[src/rtl/regfile_pkg.sv]
// Shared types and default sizes for the multi-port register file.
package regfile_pkg;

  typedef enum logic [1:0] {ST_IDLE, ST_CLEAR, ST_DONE} clr_state_t;

  localparam int unsigned RF_DATA_W = 8;
  localparam int unsigned RF_ADDR_W = 3;
  localparam int unsigned RF_NUM_RD = 2;

endpackage

[src/rtl/regfile_clear_fsm.sv]
// Clear sequencer: sweeps every register address to zero once per request,
// then raises a one-cycle done pulse.
module regfile_clear_fsm
  import regfile_pkg::*;
#(
  parameter int unsigned ADDR_W = RF_ADDR_W
) (
  input  logic              i_clk,
  input  logic              i_rst_n,
  input  logic              i_clr_req,
  output logic              o_busy,
  output logic              o_clr_done,
  output logic              o_sweep_we,
  output logic [ADDR_W-1:0] o_sweep_addr
);

  clr_state_t        r_state, w_state_next;
  logic [ADDR_W-1:0] r_ptr, w_ptr_next;

  always_ff @(posedge i_clk or negedge i_rst_n) begin
    if (!i_rst_n) begin
      r_state <= ST_IDLE;
      r_ptr   <= '0;
    end else begin
      r_state <= w_state_next;
      r_ptr   <= w_ptr_next;
    end
  end

  always_comb begin
    w_state_next = r_state;
    w_ptr_next   = r_ptr;
    unique case (r_state)
      ST_IDLE: begin
        if (i_clr_req) begin
          w_state_next = ST_CLEAR;
          w_ptr_next   = '0;
        end
      end
      ST_CLEAR: begin
        // Pointer parks on the last address rather than wrapping.
        if (r_ptr == {ADDR_W{1'b1}}) begin
          w_state_next = ST_DONE;
        end else begin
          w_ptr_next = r_ptr + 1'b1;
        end
      end
      ST_DONE: w_state_next = ST_IDLE;
      default: w_state_next = ST_IDLE;
    endcase
  end

  assign o_busy       = (r_state == ST_CLEAR);
  assign o_clr_done   = (r_state == ST_DONE);
  assign o_sweep_we   = o_busy;
  assign o_sweep_addr = r_ptr;

endmodule

[src/rtl/regfile_multiport.sv]
// Register file: one write port, NUM_RD combinational read ports with write bypass,
// and a hardware clear sweep. Define REGFILE_ZERO_REG_EN to hardwire address 0 to zero.
module regfile_multiport
  import regfile_pkg::*;
#(
  parameter int unsigned DATA_W = RF_DATA_W,
  parameter int unsigned ADDR_W = RF_ADDR_W,
  parameter int unsigned NUM_RD = RF_NUM_RD
) (
  input  logic                     clk,
  input  logic                     rst_n,
  input  logic                     we,
  input  logic [ADDR_W-1:0]        wa,
  input  logic [DATA_W-1:0]        wd,
  input  logic [NUM_RD*ADDR_W-1:0] ra,
  output logic [NUM_RD*DATA_W-1:0] rd,
  input  logic                     clr_req,
  output logic                     busy,
  output logic                     clr_done
);

  localparam int unsigned DEPTH = 2 ** ADDR_W;

  logic [DATA_W-1:0] r_mem [DEPTH];
  logic              w_sweep_we;
  logic [ADDR_W-1:0] w_sweep_addr;
  logic              w_wr_en;

  regfile_clear_fsm #(
    .ADDR_W (ADDR_W)
  ) u_clear_fsm (
    .i_clk        (clk),
    .i_rst_n      (rst_n),
    .i_clr_req    (clr_req),
    .o_busy       (busy),
    .o_clr_done   (clr_done),
    .o_sweep_we   (w_sweep_we),
    .o_sweep_addr (w_sweep_addr)
  );

`ifdef REGFILE_ZERO_REG_EN
  assign w_wr_en = we && !busy && (wa != '0);
`else
  assign w_wr_en = we && !busy;
`endif

  // Sweep and user writes are exclusive: user writes are blocked while busy.
  always_ff @(posedge clk or negedge rst_n) begin
    if (!rst_n) begin
      r_mem <= '{default: '0};
    end else if (w_sweep_we) begin
      r_mem[w_sweep_addr] <= '0;
    end else if (w_wr_en) begin
      r_mem[wa] <= wd;
    end
  end

  for (genvar k = 0; k < NUM_RD; k++) begin : g_rd
    logic [ADDR_W-1:0] w_ra;
    logic [DATA_W-1:0] w_rd;

    assign w_ra = ra[k*ADDR_W +: ADDR_W];
    assign w_rd = (w_wr_en && (wa == w_ra)) ? wd : r_mem[w_ra];

`ifdef REGFILE_ZERO_REG_EN
    assign rd[k*DATA_W +: DATA_W] = (w_ra == '0) ? '0 : w_rd;
`else
    assign rd[k*DATA_W +: DATA_W] = w_rd;
`endif
  end

endmodule

[config.mk]
export PLATFORM = sky130hd
export DESIGN_NAME = regfile_multiport
export DESIGN_NICKNAME = d
export VERILOG_FILES = /design/src/rtl/regfile_pkg.sv /design/src/rtl/regfile_clear_fsm.sv /design/src/rtl/regfile_multiport.sv
export SDC_FILE = /design/constraint.sdc
export NUM_CORES = 1
export LEC_CHECK = 0
export ABC_AREA = 1
export BUFFER_PORTS_ARGS = -buffer_cell sky130_fd_sc_hd__buf_2
export CAP_MARGIN = 5
export CORE_MARGIN = 3
export CORE_UTILIZATION = 49
export CTS_CLUSTER_SIZE = 14
export DETAILED_ROUTE_END_ITERATION = 7
export PLACE_DENSITY = 0.74
export REMOVE_ABC_BUFFERS = 1
export SYNTH_ARGS = -nofsm -noshare
export SYNTH_HDL_FRONTEND = slang
export SYNTH_HIERARCHICAL = 1
export SYNTH_SLANG_ARGS = --single-unit
[constraint.sdc]
create_clock -name clk -period 1.9 [get_ports clk]
set_input_delay 0.285 -clock clk [delete_from_list [all_inputs] [get_ports clk]]
set_output_delay 0.285 -clock clk [all_outputs]
set_load 0.02 [all_outputs]
==> results.toml <==
[synth]
avgSynthCellArea_um2 = 6.55
syn_inst = 668
ys_seq_elements = 69
yosys_warnings = 6
syn_area_um2 = 4380
yosysMostFrequentCell = "nand2_1"
yosys-top-cells-count = "200 x nand2_1, 179 x nand3_1, 88 x inv_1"
yosysTopAreaCellShare = 0.394
yosysUniqueCellTypes = 18
synth_edf_count = 0
synth_top_cells_by_area = "dfrtp_1 39%, nand3_1 20%, nand2_1 17%"
synthArstFlopShare = 1.00
ys.flop_type = "dfrtp_1"
ys_seq_area_frac = 0.394
yosys.area.top_type = "dfrtp_1"

[cts]
insertion_delay_ps = 350
cts_sinks = 69
cts.path.max_buffers = 2
h-tree-depth = 3
clk_pin_slew_ps = 70
tritoncts = "done"
cts_buffers = 9
clockRootBuffer = "clkbuf_8"

[timing]
fmaxAchievable_mhz = 509
fin_ws_ps = -63.7
drv_slew = 0
period_minus_slack_ps = 1960
finClkSkew_ps = 7.94
setup_violations = 15
min_period_over_period = 1.03
slew_headroom = 0.677
worst_pin_slew_ps = 484
rsz0062_at_grt = "yes"
hold_violations = 0

[global_routing]
grt_pass1_vias = 4363
grt_antenna_before_repair = 0
grt_pass1_wl_mm = 23.1
grt_max_degree = 70
grt_overflow_total = 0
grt_usage = 0.298

[power]
p_clk_frac = 0.219
swShare = 0.411
power.total_w = 0.00599
switching_power_w = 0.00246
vdd_drop_max_mv = 0.822
p_leak_nw = 2.74
p_seq_frac = 0.378
combPwrFrac = 0.402
p_int_w = 0.00353
cellPowerDensity_nw_per_um2 = 1140

[setup_path]
path_depth = 10
cpPeakStageDelay_ps = 420
critPathLaunchType = "flop"
r2r_cells = 9
rr_endpoint = "r_mem[14]$_DFFE_PN0P_"
endpoint = "rd[10]"
r2r_slack_ps = 130
end_kind = "output port"
reg2reg_from = "u_clear_fsm/r_state[1]$_DFFE_PN0P_"
cp_top_family = "simple AND/OR/NAND/NOR gates"
path_cells = "nand2_4 > inv_4 > nor2_4 > nand2_2 > nor2_4 > nand2_4 > clkinv_4 > nand2_1 > nand2_1 > buf_6"
critPathSlowestCell = "dfrtp_1"
crit_buf_inv = 3
cp_max_fo = 8
startpoint = "u_clear_fsm/r_state[0]$_DFFE_PN0P_"
cp.arrival_ps = 1680
critPathRequiredTime_ps = 1620
worstSetupPathType = "reg2out"

[die]
num_io_pins = 39
fp.dieArea_um2 = 10100
coreArea_um2 = 8460
die_x_um = 101
initial_utilization = 0.517
die_h_um = 101
num_rows = 33

[layout]
drive_above_1_share = 0.168
fin_nets = 739
areaGrowthSynthToFinish_pct = 20.0
diodes = 0
finalCoreUtilization = 0.621

[run_status]
status = "complete, but fails checks"
violations = "setup timing"

[drt]
drc = 0
drt.antenna.violating_nets = 0
routed_via_density = 5.68
drt_iter0_markers = 490
dr.pass1.iters = 6
wl_per_cell_um = 17.7
num_vias = 4688
drt-total-wl_mm = 14.6

[placed_design]
place_congestion = 0.981
io_buffers = 38
post-dp-hpwl_mm = 10.3

[run]
drv_cap = 0

[worst_hold_path]
hold_path.class = "in2reg"
-- cell families (layout without fill, tap and decap cells) --
| family | after synthesis | in the layout | share of synthesized area |
|---|---|---|---|
| and+or+nand+nor | 406 | 407 | 0.410 |
| adders and majority gates | 2 | 2 | 0.00572 |
| DFF | 69 | 69 | 0.394 |
| AOI/OAI and AO/OA | 64 | 64 | 0.0732 |
| buffers and inverters | 127 | 178 | 0.117 |
-- per-stage QoR --
| stage | worst slack (ps) | instance area, µm² | std cells | TNS (ps) | hold WS [ps] |
|---|---|---|---|---|---|
| after floorplan | 112 | 4230 | 637 | 0 | -10.6 |
| after global placement | 102 | 4730 | 801 | 0 | 337 |
| after detailed placement | 30.8 | 4730 | 801 | 0 | 340 |
| after CTS | -89.5 | 5160 | 826 | -1180 | 200 |
| after global routing | -159 | 5250 | 825 | -2160 | 234 |
| final | -63.7 | 5250 | 825 | -780 | 204 |
-- worst reg2reg max path, delay by kind of cell (launching register included) --
family                 cells  cell delay [ps]
flip-flops                 1              400
AO/OA/AOI/OAI              1              100
buffers and inverters      4              370
AND/OR/NAND/NOR            4              780
-- flip-flops by register name, indices dropped and copies added (netlist names) --
name	flops
r_mem	64
u_clear_fsm/o_sweep_addr	3
u_clear_fsm/r_state	2
-- layout by cell type, fill, tap and decap left out --
cell and count:
inv_1 85, nor2_1 12, nand4_1 1, ha_1 2
nor3_4 1, dfrtp_1 69, buf_6 18, clkinv_1 3
nand2_4 4, o21ai_1 32, buf_12 3, nand3_1 174
dlygate4sd3_1 1, inv_4 2, nand2_1 188, nand3_2 6
clkinvlp_4 2, nor2_4 4, inv_2 4, nand2_2 16
buf_4 24, clkbuf_8 9, inv_6 1, clkinv_4 2
bufinv_16 2, clkinv_2 1, buf_2 21, nor3_2 1
o21ai_0 32
-- final cells by class --
cell class / count / area (µm²)
fill: 786 / 3210
multi-input combinational: 473 / 2250
sequential: 69 / 1730
timing repair buffer: 67 / 558
inverter: 96 / 375
tap: 105 / 131
clock buffer: 9 / 124
clock inverter: 6 / 88.8
-- per-layer routing --
layer,global-route usage,wire length [µm],vias to the layer above
met5,0,0,-
met4,0.0953,394,0
met1,0.428,6350,2167
met2,0.451,6610,243
li1,-,-,2240
met3,0.0637,1250,38
-- power groups by stage --
| stage | Clock [W] | Sequential (W) | Combinational (W) |
|---|---|---|---|
| after detailed placement | 0 | 0.00227 | 0.00212 |
| after global routing | 0.00140 | 0.00231 | 0.00271 |
| after global placement | 0 | 0.00225 | 0.00206 |
| after CTS | 0.00133 | 0.00225 | 0.00230 |
| after floorplan | 0 | 0.00216 | 0.00147 |
| final | 0.00131 | 0.00227 | 0.00241 |
-- timing repair --
action                     4_1_cts  5_1_grt
cloned                           1        0
gates resized for setup         45       29
setup endpoints to repair       16       40
hold buffers                     1        0
hold endpoints to repair        69        0
buffers inserted                 8        0
pin swaps                       15        9
-- how the worst min path moves through the flow --
stage	slack, ps	start	end	cells past startpoint
floorplan	-10	rst_n	r_mem[0]$_DFFE_PN0P_	0
global placement	340	rst_n	r_mem[42]$_DFFE_PN0P_	2
detailed placement	340	rst_n	r_mem[42]$_DFFE_PN0P_	2
CTS	200	clr_req	u_clear_fsm/r_state[0]$_DFFE_PN0P_	3
global route	230	clr_req	u_clear_fsm/r_state[0]$_DFFE_PN0P_	3
finish	200	clr_req	u_clear_fsm/r_state[0]$_DFFE_PN0P_	3
Power figures use the tool's default switching activity.
